$ cat config.mk
export PLATFORM = sky130hd
export DESIGN_NAME = prog_loader
export DESIGN_NICKNAME = d
export VERILOG_FILES = /design/src/rtl/prog_loader.sv
export SDC_FILE = /design/constraint.sdc
export NUM_CORES = 1
export LEC_CHECK = 0
export CAP_MARGIN = 20
export CORE_AREA = 3 3 93 95
export CTS_BUF_LIST = sky130_fd_sc_hd__clkbuf_4
export DETAILED_ROUTE_END_ITERATION = 8
export DIE_AREA = 0 0 96 98
export SLEW_MARGIN = 40
export SYNTH_ARGS = -nofsm -noshare
export SYNTH_HDL_FRONTEND = slang
export SYNTH_SLANG_ARGS = --single-unit
$ cat constraint.sdc
create_clock -name clk -period 3.15 [get_ports clk]
set_input_delay 0.315 -clock clk [delete_from_list [all_inputs] [get_ports clk]]
set_output_delay 0.315 -clock clk [all_outputs]
set_load 0.01 [all_outputs]
$ cat src/rtl/prog_loader.sv
// Program-image loader: accepts [LEN][data...][CSUM] and writes the data into CPU program memory.
// Latency: one cycle from byte acceptance to mem_wr; status outputs follow the accepting cycle by one.
// Backpressure: in_ready is high only while a load is in progress; an idle gap of TIMEOUT cycles aborts it.
module prog_loader #(
    parameter int AWIDTH    = 5,
    parameter int DWIDTH    = 8,
    parameter int BASE_ADDR = 0,
    parameter int TIMEOUT   = 255
) (
    input  logic              clk,
    input  logic              rst_,
    input  logic              start,
    input  logic [DWIDTH-1:0] in_data,
    input  logic              in_valid,
    output logic              in_ready,
    output logic [AWIDTH-1:0] mem_addr,
    output logic [DWIDTH-1:0] mem_data,
    output logic              mem_wr,
    output logic              cpu_rst_,
    output logic              done,
    output logic              error
);

    localparam int DEPTH = 2 ** AWIDTH;
    localparam int TW    = $clog2(TIMEOUT + 1);
    localparam int LW    = ((DWIDTH > AWIDTH) ? DWIDTH : AWIDTH) + 1;
    localparam logic [AWIDTH-1:0] BASE      = AWIDTH'(BASE_ADDR);
    localparam logic [TW-1:0]     TIMER_MAX = TW'(TIMEOUT - 1);
    localparam logic [LW-1:0]     DEPTH_W   = LW'(DEPTH);

    typedef enum logic [2:0] {
        S_IDLE,
        S_LEN,
        S_DATA,
        S_CSUM,
        S_DONE,
        S_ERR
    } state_t;

    state_t            state, state_nxt;
    logic [DWIDTH-1:0] count, count_nxt;
    logic [DWIDTH-1:0] idx, idx_nxt;
    logic [DWIDTH-1:0] sum, sum_nxt;
    logic [AWIDTH-1:0] ptr, ptr_nxt;
    logic [TW-1:0]     timer, timer_nxt;
    logic [AWIDTH-1:0] addr_nxt;
    logic [DWIDTH-1:0] data_nxt;
    logic              wr_nxt;
    logic              xfer;

    assign xfer = in_valid & in_ready;

    always_comb begin
        state_nxt = state;
        count_nxt = count;
        idx_nxt   = idx;
        sum_nxt   = sum;
        ptr_nxt   = ptr;
        timer_nxt = timer;
        addr_nxt  = mem_addr;
        data_nxt  = mem_data;
        wr_nxt    = 1'b0;

        case (state)
            S_IDLE, S_DONE, S_ERR: begin
                if (start) begin
                    state_nxt = S_LEN;
                    sum_nxt   = '0;
                    idx_nxt   = '0;
                    timer_nxt = '0;
                    ptr_nxt   = BASE;
                end
            end
            S_LEN: begin
                if (xfer) begin
                    if (in_data == '0 || LW'(in_data) > DEPTH_W) begin
                        state_nxt = S_ERR;
                    end else begin
                        count_nxt = in_data;
                        sum_nxt   = in_data;
                        state_nxt = S_DATA;
                    end
                end
            end
            S_DATA: begin
                if (xfer) begin
                    wr_nxt   = 1'b1;
                    addr_nxt = ptr;
                    data_nxt = in_data;
                    ptr_nxt  = ptr + 1'b1;
                    sum_nxt  = sum + in_data;
                    idx_nxt  = idx + 1'b1;
                    if (idx == count - 1'b1) begin
                        state_nxt = S_CSUM;
                    end
                end
            end
            S_CSUM: begin
                if (xfer) begin
                    state_nxt = (in_data == sum) ? S_DONE : S_ERR;
                end
            end
            default: state_nxt = S_IDLE;
        endcase

        // Idle-gap watchdog; an accepted byte always wins over an expiring timer.
        if (in_ready) begin
            if (xfer) begin
                timer_nxt = '0;
            end else if (timer == TIMER_MAX) begin
                state_nxt = S_ERR;
            end else begin
                timer_nxt = timer + 1'b1;
            end
        end
    end

    always_ff @(posedge clk or negedge rst_) begin
        if (!rst_) begin
            state    <= S_IDLE;
            count    <= '0;
            idx      <= '0;
            sum      <= '0;
            ptr      <= '0;
            timer    <= '0;
            mem_addr <= '0;
            mem_data <= '0;
            mem_wr   <= 1'b0;
            in_ready <= 1'b0;
            cpu_rst_ <= 1'b0;
            done     <= 1'b0;
            error    <= 1'b0;
        end else begin
            state    <= state_nxt;
            count    <= count_nxt;
            idx      <= idx_nxt;
            sum      <= sum_nxt;
            ptr      <= ptr_nxt;
            timer    <= timer_nxt;
            mem_addr <= addr_nxt;
            mem_data <= data_nxt;
            mem_wr   <= wr_nxt;
            // Status flops track the next state so they line up with the state register.
            in_ready <= (state_nxt == S_LEN) || (state_nxt == S_DATA) || (state_nxt == S_CSUM);
            cpu_rst_ <= (state_nxt == S_DONE);
            done     <= (state_nxt == S_DONE);
            error    <= (state_nxt == S_ERR);
        end
    end

endmodule

==> summary.txt <==
Placed design
  – Place WS: 0.4437 ns
  – Placer Congestion: 0.8202
  – IO buf count: 29
  – Placed insts: 456
  – DP HPWL: 5154 um

Detailed routing
  – Final ANT Viol Nets: 0
  – Wl on met1: 3362 um
  – Met2 routed WL: 3324 um
  – Routed WL per cell: 14.80 um
  – WL met3: 249 um
  – Vias: 2,473
  – Top Layer Used: met4
  – DR pass1 iterations: 4
  – Final WL: 6986 um
  – DRC Markers: 0
  – DRT iter0 DRCs: 85
  – DR vias/cell: 5.239

Clock network
  – # H-tree levels: 3
  – Worst skew pair latency: 0.40 ns
  – CTS hold repair buffers: 1
  – Post-CTS Setup Bufs: 0
  – CTS clk-pin slew, worst paths: 0.10 ns
  – Clock sinks: 57
  – Max clock buf depth: 2
  – CTS tree: yes
  – TritonCTS Buffers: 9
  – Root buffer cell: clkbuf_4
  – Post-cts gate resize count: 0

Yosys
  – Mean Syn Cell Area: 9.407 sq um
  – FF+latch count, synth: 57
  – Post-synth EDFFs: 0
  – Mapped Area: 0.003104 sq mm
  – Ys async rst share: 100.0%
  – Syn Inst Count: 330
  – Primary FF master, synth: dfrtp_1
  – Post-Syn Nets: 355
  – YS warnings: 0
  – Distinct cell type count after synthesis: 55
  – Seq/Total Area, Yosys: 45.95%

Pwr
  – Leak: 1.650 nW
  – Pwr Density: 754.8 mW/mm^2
  – Peak supply drop: 0.0002563 V

Outcome
  – Status: finished clean

GRT
  – First-pass GRT wire length: 12,030 um
  – Remaining Overflow, GRT: 0
  – Largest net degree at the start of global routing: 35
  – Initial antenna violation count: 0
  – Vias in the first global route: 2,453
  – Overall Global Routing Usage: 16.41%

Floorplanning
  – I/O Pins: 30
  – Row cnt: 32
  – Chip Width: 96 um
  – Die extent in y: 98 um
  – Starting Density: 39.76%
  – CORE AREA: 0.007807 sq mm
  – Die area: 0.009408 sq mm

Final layout
  – Register Area: 0.001426 sq mm
  – Fill count: 743
  – Layout Nets: 391
  – Non-Filler Instances: 472
  – Area of the multi-input gates: 0.001578 sq mm
  – Share of cells above drive strength 1: 10.27%
  – Fin util: 46.43%
  – Commonest cells after routing, fill and taps aside: dfrtp_1, nand2_1, nor2_1, clkdlybuf4s50_1, a21oi_1
  – Most common cell after layout, fill and taps aside: dfrtp_1
  – Synth-to-layout area growth: 16.77%
  – Ant diodes: 0

Setup path
  – Slowest cell on crit path: or4_4
  – Max FO, Critical Path: 16
  – R2R depth: 6
  – Crit Path Class: primary input to flip-flop
  – Crit-path max cell delay: 0.59 ns
  – Worst Setup End Kind: flip-flop
  – Reg2reg start: sum[4]$_DFFE_PN0P_
  – Delay-heaviest family, CP: compound AO/OA/AOI/OAI gates
  – RR Endpoint: error$_DFF_PN0_
  – Crit path cell chain: clkdlybuf4s50_1 > or4_4 > o21ai_4 > a31oi_1 > a21oi_2 > a21boi_1 > o22ai_1
  – Worst EP required: 3.42 ns
  – Crit. Startpoint: in_data[0]
  – Startpoint types: primary input
  – Crit path DAT: 2.54 ns
  – Reg2Reg Setup Slack: 1.01 ns
  – Buffers and inverters on the worst path: 1

Flow run
  – Max Cap Viol: 0

Timing
  – Fin crit share: 72.01%
  – Measured slew at the worst slew-check pin: 0.6562 ns
  – Tmin final: 2.268 ns
  – Final Hold Violating Endpoints: 0
  – RSZ-0062 raised after global routing: false
  – Total Neg Setup Slack: 0 ns
  – Normalized max-slew margin: 56.25%
  – Final WS setup: 0.8817 ns
  – Clk_skew: 0.01303 ns
  – Setup violators final: 0
  – Fmax: 0.4409 GHz
  – Hold Slack: 0.4336 ns
  – Slew Limit Fails: 0

Min path
  – Min-Delay Path Class: primary input to asynchronous set/reset pin
## registers in the layout, indices dropped and copies added, names as in the netlist
| signal | flops |
|---|---|
| in_ready | 1 |
| count | 8 |
| state | 3 |
| sum | 8 |
| ptr | 5 |
| mem_data | 8 |
| done | 1 |
| timer | 8 |
| error | 1 |
| mem_wr | 1 |
| idx | 8 |
| mem_addr | 5 |
## layout make-up
type                       count  area share, %
clock buffer                  11          2.278
inverter                       9         0.9320
clock inverter                 4         0.5868
multi-input combinational    251          43.53
timing repair buffer          38          9.803
sequential                    57          39.35
tap                          102          3.521
## Yosys cell counts (2+ instances only)
cell      number  area (sq um)
dfrtp_1       57          1426
nand2_1       50         187.7
nor2_1        32         120.1
a21oi_1       20         100.1
nand3_1       16         80.08
xor2_1        15         131.4
ha_1          12         150.1
xnor2_1       12         105.1
nand4_1       10         62.56
o21ai_0       10         50.05
inv_1          9         33.78
clkbuf_1       7         26.28
nor3_1         7         35.03
and2_1         6         37.54
mux2_2         6         67.56
a22oi_1        5         37.54
nor2b_1        4         25.02
nor4_1         4         25.02
nand2b_1       3         18.77
nor3b_1        3         22.52
a311o_1        2         20.02
a31oi_1        2         12.51
and3_1         2         12.51
nand3b_1       2         15.01
o211ai_1       2         15.01
o21bai_1       2         15.01
or3_1          2         12.51
## worst register-to-register path: cells and delay by family (launching register included)
kind,cells,cell delay (ns)
flip-flops,1,0.39
AND/OR/NAND/NOR,3,0.62
AO/OA/AOI/OAI,2,0.67
adder cells (fa/ha/maj),1,0.36
## power by group
group / switching [mW] / total [mW] / internal (mW)
clock: 0.270 / 0.441 / 0.171
combinational: 0.665 / 1.23 / 0.562
sequential: 0.175 / 1.07 / 0.893
total: 1.11 / 2.74 / 1.63
## worst max-delay path by stage
stage                     depth (start not counted)  slack (ns)                 end
after floorplan                                   6        1.19     error$_DFF_PN0_
after global placement                            7        0.52     error$_DFF_PN0_
after detailed placement                          7        0.44     error$_DFF_PN0_
after CTS                                         7        0.88     error$_DFF_PN0_
after global routing                              7        0.75     error$_DFF_PN0_
final                                             7        0.88  sum[7]$_DFFE_PN0P_
## kinds of logic (layout without fill, tap and decap cells)
logic type                 Yosys count  in the layout  synth area share [%]
and+or+nand+nor                    146            146                 22.77
AOI/OAI and AO/OA                   58             58                 12.46
DFF                                 57             57                 45.95
xor gates and xnor gates            27             27                 7.618
buffers and inverters               22             62                 3.224
adders and majority gates           13             13                 5.482
muxes                                7              7                 2.499
## per-layer routing
metal,vias up,GRT usage [%]
li1,1231,-
met1,1191,23.41
met2,46,24.64
met3,5,3.082
met4,0,5.908
met5,-,0
## through the flow
step                      power, mW  instance area (sq um)
after detailed placement      2.317                   3511
after global routing          2.962                   3625
after global placement        2.284                   3511
after CTS                     2.763                   3625
final                         2.736                   3625
after floorplan               1.958                   3104
No activity file was read; power rests on OpenSTA's default activity.
